<file path="config.mk">
export PLATFORM = sky130hd
export DESIGN_NAME = iomem_timer
export DESIGN_NICKNAME = d
export VERILOG_FILES = /design/src/rtl/iomem_timer.sv
export SDC_FILE = /design/constraint.sdc
export NUM_CORES = 1
export LEC_CHECK = 0
export CORE_MARGIN = 4
export CORE_UTILIZATION = 30
export DETAILED_ROUTE_END_ITERATION = 8
export GPL_TIMING_DRIVEN = 0
export SYNTH_ARGS = -nofsm -noshare
export SYNTH_HDL_FRONTEND = slang
export SYNTH_SLANG_ARGS = --single-unit
export TNS_END_PERCENT = 100
</file>
<file path="constraint.sdc">
create_clock -name clk -period 2.97 [get_ports clk]
set_input_delay 0.4455 -clock clk [delete_from_list [all_inputs] [get_ports clk]]
set_output_delay 0.4455 -clock clk [all_outputs]
set_load 0.1 [all_outputs]
</file>
<file path="src/rtl/iomem_timer.sv">
// Countdown timer target on the iomem bus: prescaler, 32-bit down-counter with
// one-shot or auto-reload, sticky expiry flag and a level interrupt.
module iomem_timer #(
    parameter logic [31:0] BASE_ADDR = 32'h0300_0000,
    parameter int unsigned PRESC_W   = 16
) (
    input  logic        clk,
    input  logic        reset,
    input  logic        iomem_valid,
    output logic        iomem_ready,
    input  logic [3:0]  iomem_wstrb,
    input  logic [31:0] iomem_addr,
    input  logic [31:0] iomem_wdata,
    output logic [31:0] iomem_rdata,
    output logic        irq
);

    localparam logic [2:0] RegCtrl   = 3'd0;
    localparam logic [2:0] RegPresc  = 3'd1;
    localparam logic [2:0] RegLoad   = 3'd2;
    localparam logic [2:0] RegCount  = 3'd3;
    localparam logic [2:0] RegStatus = 3'd4;

    function automatic logic [31:0] merge_bytes(input logic [31:0] old,
                                                input logic [31:0] wdata,
                                                input logic [3:0]  strb);
        logic [31:0] res;
        res = old;
        for (int b = 0; b < 4; b++) begin
            if (strb[b]) res[8*b +: 8] = wdata[8*b +: 8];
        end
        return res;
    endfunction

    logic               ready_q, ready_d;
    logic [31:0]        rdata_q, rdata_d;
    logic [2:0]         ctrl_q, ctrl_d;
    logic [PRESC_W-1:0] presc_q, presc_d;
    logic [31:0]        load_q, load_d;
    logic [31:0]        count_q, count_d;
    logic [PRESC_W-1:0] pcnt_q, pcnt_d;
    logic               expired_q, expired_d;

    logic        hit, sel, wr, tick, expire, w1c;
    logic [2:0]  reg_idx;
    logic [31:0] presc_ext, rd_val;
    logic        addr_unused;

    assign hit       = iomem_addr[31:5] == BASE_ADDR[31:5];
    // Blocking on ready_q guarantees a gap cycle between responses.
    assign sel       = iomem_valid & hit & ~ready_q;
    assign wr        = sel & (|iomem_wstrb);
    assign reg_idx   = iomem_addr[4:2];
    assign presc_ext = 32'(presc_q);
    assign addr_unused = ^iomem_addr[1:0];

    assign tick   = ctrl_q[0] & (pcnt_q == '0);
    assign expire = tick & (count_q == '0);
    assign w1c    = wr & (reg_idx == RegStatus) & iomem_wstrb[0] & iomem_wdata[0];

    always_comb begin
        rd_val = '0;
        case (reg_idx)
            RegCtrl:   rd_val = {29'b0, ctrl_q};
            RegPresc:  rd_val = presc_ext;
            RegLoad:   rd_val = load_q;
            RegCount:  rd_val = count_q;
            RegStatus: rd_val = {31'b0, expired_q};
            default:   rd_val = '0;
        endcase
    end

    always_comb begin
        ready_d   = sel;
        rdata_d   = sel ? rd_val : 32'h0;
        ctrl_d    = ctrl_q;
        presc_d   = presc_q;
        load_d    = load_q;
        count_d   = count_q;
        pcnt_d    = pcnt_q;
        // Expiry set wins over a coincident write-1-to-clear.
        expired_d = expire | (expired_q & ~w1c);

        if (ctrl_q[0]) begin
            pcnt_d = tick ? presc_q : pcnt_q - PRESC_W'(1);
        end
        if (tick) begin
            if (count_q != '0) begin
                count_d = count_q - 32'd1;
            end else if (ctrl_q[1]) begin
                count_d = load_q;
            end else begin
                ctrl_d[0] = 1'b0;
            end
        end

        // Bus writes are applied last so they override timer updates.
        if (wr) begin
            case (reg_idx)
                RegCtrl: begin
                    if (iomem_wstrb[0]) begin
                        ctrl_d = iomem_wdata[2:0];
                        if (iomem_wdata[0] && !ctrl_q[0]) pcnt_d = presc_q;
                    end
                end
                RegPresc: presc_d = PRESC_W'(merge_bytes(presc_ext, iomem_wdata, iomem_wstrb));
                RegLoad:  load_d  = merge_bytes(load_q, iomem_wdata, iomem_wstrb);
                RegCount: count_d = merge_bytes(count_q, iomem_wdata, iomem_wstrb);
                default: ;
            endcase
        end
    end

    always_ff @(posedge clk) begin
        if (reset) begin
            ready_q   <= 1'b0;
            rdata_q   <= '0;
            ctrl_q    <= '0;
            presc_q   <= '0;
            load_q    <= '0;
            count_q   <= '0;
            pcnt_q    <= '0;
            expired_q <= 1'b0;
        end else begin
            ready_q   <= ready_d;
            rdata_q   <= rdata_d;
            ctrl_q    <= ctrl_d;
            presc_q   <= presc_d;
            load_q    <= load_d;
            count_q   <= count_d;
            pcnt_q    <= pcnt_d;
            expired_q <= expired_d;
        end
    end

    assign iomem_ready = ready_q;
    assign iomem_rdata = rdata_q;
    assign irq         = expired_q & ctrl_q[2];

endmodule
</file>
# --- Word-level counts from Yosys, hierarchy flattened ---
# Index checks and enable logic that the tools add are counted.
# W data, S select, Z words.
totals:
  register_bits: 133
  latchBits: 0
  mem_bits_rw: 0
  rom_bits: 0
  in_bits: 71
  output_inout_bits: 34
  wordCells: 78
  mem_count: 0
op_classes:
  addsub: 2
  mul: 0
  div: 0
  n_lt_le_gt_ge: 0
  eq_ne: 9
  n_shift: 0
  mux: 22
  bitwise_logic: 14
  reduce_logical: 15
ops:
  columns: ["operator", "n"]
  rows:
  - ["$mux W32", 5]
  - ["$pmux W32 S5", 1]
  - ["$mux W16", 6]
  - ["$logic_not A32 Y1", 1]
  - ["$mux W8", 4]
  - ["$reduce_bool A32 Y1", 1]
  - ["$sub A32 B1 Y32 const B", 1]
  - ["$eq A27 B21 Y1 const B", 1]
  - ["$reduce_and A3 Y1", 7]
  - ["$logic_not A16 Y1", 1]
  - ["$sub A16 B1 Y16 const B", 1]
  - ["$ne A3 B3 Y1 const B", 4]
  - ["$and A1 B1 Y1", 10]
  - ["$eq A3 B2 Y1 const B", 2]
  - ["$mux W1", 6]
  - ["$reduce_or A4 Y1", 1]
  - ["$eq A3 B1 Y1 const B", 1]
  - ["$eq A3 B3 Y1 const B", 1]
  - ["$logic_not A3 Y1", 1]
  - ["$not A1 Y1", 3]
  - ["$reduce_or A2 Y1", 1]
  - ["$logic_and A1 B1 Y1", 1]
  - ["$logic_not A1 Y1", 1]
  - ["$or A1 B1 Y1", 1]

# --- Depth between registers and ports, before layout ---
depth:
  depth_word: 10
  ltp_mapped: 11

# --- Worst setup path before layout ---
# No wires, ideal clock.
synth_path:
  path_kind: "reg2reg"
  startpoint: "register ready_q (netlist: iomem_ready)"
  endpoint: "register load_q[0]"
  setup_ns: 0.128
  arrival_time_ns: 2.448
  t_required_ns: 2.842
  setup_slack_ns: 0.395
  path_stages_with_launch: 9
  path_buffers: 2
  synth_period_minus_slack_ns: 2.575
  path_cell_list: "dfxtp_1 -> nor4b_1 -> and4_1 -> and3_1 -> clkbuf_1 -> and2_1 -> clkbuf_1 -> mux2i_1 -> nor2_1"
synth_between:
  elab_chain_cells: 4
synth_lines:
  columns: ["item", "line", "text"]
  rows:
  - ["start, declared", "35", "logic ready_q, ready_d;"]
  - ["start signal, assigned", "125", "ready_q <= ready_d;"]
  - ["$not A1 Y1", "51", "assign sel = iomem_valid & hit & ~ready_q;"]
  - ["$and A1 B1 Y1", "51", null]
  - ["$and A1 B1 Y1", "52", "assign wr = sel & (|iomem_wstrb);"]
  - ["$reduce_and A3 Y1 (no source line)", null, null]
  - ["end signal, assigned", "129", "load_q <= load_d;"]
  - ["end, declared", "39", "logic [31:0] load_q, load_d;"]
# Every way passes these cells.
# A chain may end at the register's enable or synchronous reset.

# --- Worst setup path after layout ---
layout_path:
  startpoint: "input iomem_wstrb[1]"
  endpoint: "register count_q[15]"
layout_between:
  elab_chain_cells: 3
  elab_cells_between_ends: 4
  cone_classes: "eq/ne (1); mux (1); bitwise (1); reduce/logical (1)"
layout_lines:
  columns: ["item", "line", "text"]
  rows:
  - ["start, declared", "11", "input logic [3:0] iomem_wstrb,"]
  - ["$reduce_or A4 Y1", "52", null]
  - ["$and A1 B1 Y1", "52", null]
  - ["$ne A3 B3 Y1 (no source line) or $mux W32 (tied branches)", null, null]
  - ["end signal, assigned", "130", "count_q <= count_d;"]
  - ["end, declared", "40", "logic [31:0] count_q, count_d;"]
# Parallel ways exist; a longest one is shown, timed or not.

==> impl_metrics.tcl <==
set metrics [dict create \
    grt_max_degree 17 \
    viasPerCell 5.61 \
    antenna_cells 0 \
    dr.first_iter.drc_count 743 \
    ys_ff_latch 133 \
    p_total_mw 4.89 \
    clk_pin_slew_worst_paths_ns 0.06 \
    synth_ff_type "dfxtp_1" \
    max_freq_mhz 349 \
    holdCritPathClass "in2reg" \
    grt_use_met2_pct 32.0 \
    final_hold_viol_count 0 \
    dieHeight_um 164 \
    dp.final_hpwl_um 19900 \
    ctsLongestPathBuffers 2 \
    grt-busiest-layer "met2" \
    timing.rr.start "count_q[2]" \
    gp_congestion 0.909 \
    layout.cells.most_common "nor2_1" \
    cts_tree "built" \
    htree_levels 4 \
    initial_core_util_pct 30.8 \
    ys_warn_count 0 \
    cts_hold_buffers 0 \
    p_leak_nw 3.52 \
    p_per_area_nw_per_um2 509 \
    synth.cell_area_um2 7330 \
    worst_pin_slew_ns 0.984 \
    power.switching_mw 1.29 \
    p_sw_share_pct 26.5 \
    die_w_um 164 \
    insertion_delay_ns 0.43 \
    row_count 56 \
    setup_viol 0 \
    met1_usage_pct 26.0 \
    synth-edff-count 0 \
    nets 1078 \
    grt_use_total_pct 20.2 \
    antenna_found_initial 0 \
    reg2reg_depth 7 \
    outcome "complete, no violations" \
    layout_common_cells "nor2_1, dfxtp_1, clkdlybuf4s50_1" \
    cts_sinks 133 \
    drtPass1Iterations 5 \
    critPathRequiredTime_ns 3.30 \
    numCtsBuffers 17 \
    finalSetupTns_ns 0 \
    comb_power_share_pct 14.6 \
    arrival_ns 3.19 \
    r2r_slack_ns 0.17 \
    grt_util_met3_pct 4.99 \
    grt_first_pass_wirelength_um 42000 \
    cap_violations 0 \
    p_int_mw 3.60 \
    num_vias 7478 \
    cp-endpoint "count_q[15]" \
    drtAntennaViolNets 0 \
    synth.avg_cell_area_um2 8.40 \
    wl_per_cell_um 20.6 \
    rsz0062_at_grt "no" \
    wl_um 27500 \
    syn_inst 872 \
    drc 0 \
    synth.distinct_cells 75 \
    grt_pass1_vias 7364 \
    p_seq_share_pct 36.7 \
    seq_area_frac_synth_pct 36.3 \
    synth_nets 947 \
    numPortBuffers 99 \
    drive_above_1_share_pct 11.6 \
    ioPinCount 105 \
    period_needed_ns 2.87 \
    ir_drop_uv 371 \
    dieArea_um2 27000 \
    criticalPathCategory "in2reg" \
    period_share_pct 96.6 \
    startpoint "iomem_wstrb[1]" \
    ys_async_sr_fraction_pct 0 \
    root_buffer "clkbuf_16" \
    area_growth_pct 31.1 \
    rr_endpoint "count_q[15]" \
    gr-total-overflow 0 \
    path_max_fanout 10 \
    p_clk_share_pct 48.8 \
    maxSlewViolCount 0 \
    setup.worst_path.start_class "primary input" \
    coreArea_um2 23800 \
    endpoint_kind "flop" \
    clock_skew_ns 0.0106 \
    slew_headroom_pct 34.2 \
]
## power by group through the flow
stage / clock, mW / combinational (mW) / sequential, mW
2_1_floorplan: 0 / 0.368 / 1.83
3_3_place_gp: 0 / 0.639 / 1.83
3_5_place_dp: 0 / 0.645 / 1.83
4_1_cts: 2.40 / 0.650 / 1.79
5_1_grt: 2.48 / 0.755 / 1.79
6_report: 2.39 / 0.713 / 1.79
## registers in the layout, indices dropped and copies added (netlist names)
name / flops
load_q: 32
count_q: 32
ctrl_q: 3
expired_q: 1
presc_q: 16
pcnt_q: 16
iomem_ready: 1
iomem_rdata: 32
## per-layer routing
layer,vias to the layer above,share of wire [%]
met5,-,0
met4,0,3.8
met3,84,8.4
met2,388,45
met1,3478,43
li1,3528,-
## metrics by stage
step                      std cells  utilization [%]  worst slack (ns)  cell area, um2  hold slack (ns)
after floorplan                 872                -             0.395            7330            0.440
after global placement         1290             36.7            -0.772            8720            0.468
after detailed placement       1290             36.7            -0.745            8720            0.476
after CTS                      1321             39.7         0.0000404            9430            0.464
after global routing           1334             40.4            0.0112            9610            0.496
final                          1334             40.4             0.101            9610            0.465
## cell type report
type,count,area (um2)
Buffer,62,269
Multi-Input combinational cell,664,4460
Fill cell,2393,14100
Timing Repair Buffer,114,1120
Clock buffer,19,453
Inverter,11,41.3
Clock inverter,12,203
Tap cell,319,399
Sequential cell,133,2660
## worst min-delay path by stage
stage,start,to,depth (start not counted)
5_1_grt,iomem_wdata[0],ctrl_q[0],3
3_3_place_gp,expired_q,expired_q,2
2_1_floorplan,expired_q,expired_q,2
4_1_cts,iomem_wdata[0],presc_q[0],3
6_report,iomem_wdata[0],presc_q[0],3
3_5_place_dp,expired_q,expired_q,2
## critical path: stages
cell,delay [ns]
clkdlybuf4s50_1,0.52
or4_1,0.57
and2_1,0.20
nand3_1,0.14
clkbuf_1,0.49
clkbuf_2,0.39
o311ai_0,0.22
o21a_1,0.21
## logic make-up (layout without fill, tap and decap cells)
group / Yosys count / in the layout / synth area share, %
and+or+nand+nor: 344 / 344 / 24.3
buffers and inverters: 75 / 218 / 4.15
adders and majority gates: 4 / 4 / 0.683
muxes: 99 / 99 / 14.2
DFF: 133 / 133 / 36.3
AOI/OAI and AO/OA: 215 / 215 / 20.1
xor gates and xnor gates: 2 / 2 / 0.239
## timing repair
action                                  CTS  global route
pin swaps                                 0             4
setup buffers                             0            15
gates resized for setup                  12            21
endpoints found under the setup margin   32            33
## cell usage after synthesis (4+ instances only)
library cell  instances  area [um2]
a211oi_1             20         150
a21oi_1              31         155
a221oi_1              5        43.8
a22oi_1              31         233
a2bb2oi_1             4        35.0
a31oi_1               8        50.1
and2_1                6        37.5
and3_1               13        81.3
and4_1                5        43.8
buf_2                 6        30.0
clkbuf_1             53         199
dfxtp_1             133        2660
ha_1                  4        50.1
inv_1                 9        33.8
mux2_2               19         214
mux2i_1              78         781
nand2_1              42         158
nand3_1              22         110
nand4_1              18         113
nor2_1              139         522
nor2b_1               9        56.3
nor3_1               23         115
nor3b_1               5        37.5
nor4_1               21         131
nor4b_1               4        35.0
o211ai_1              9        67.6
o21a_1                9        67.6
o21ai_0              44         220
o22ai_1               7        43.8
o2bb2ai_1            10        87.6
o31a_1                4        35.0
or4_1                 7        52.6
(Power assumes the default switching activity.)
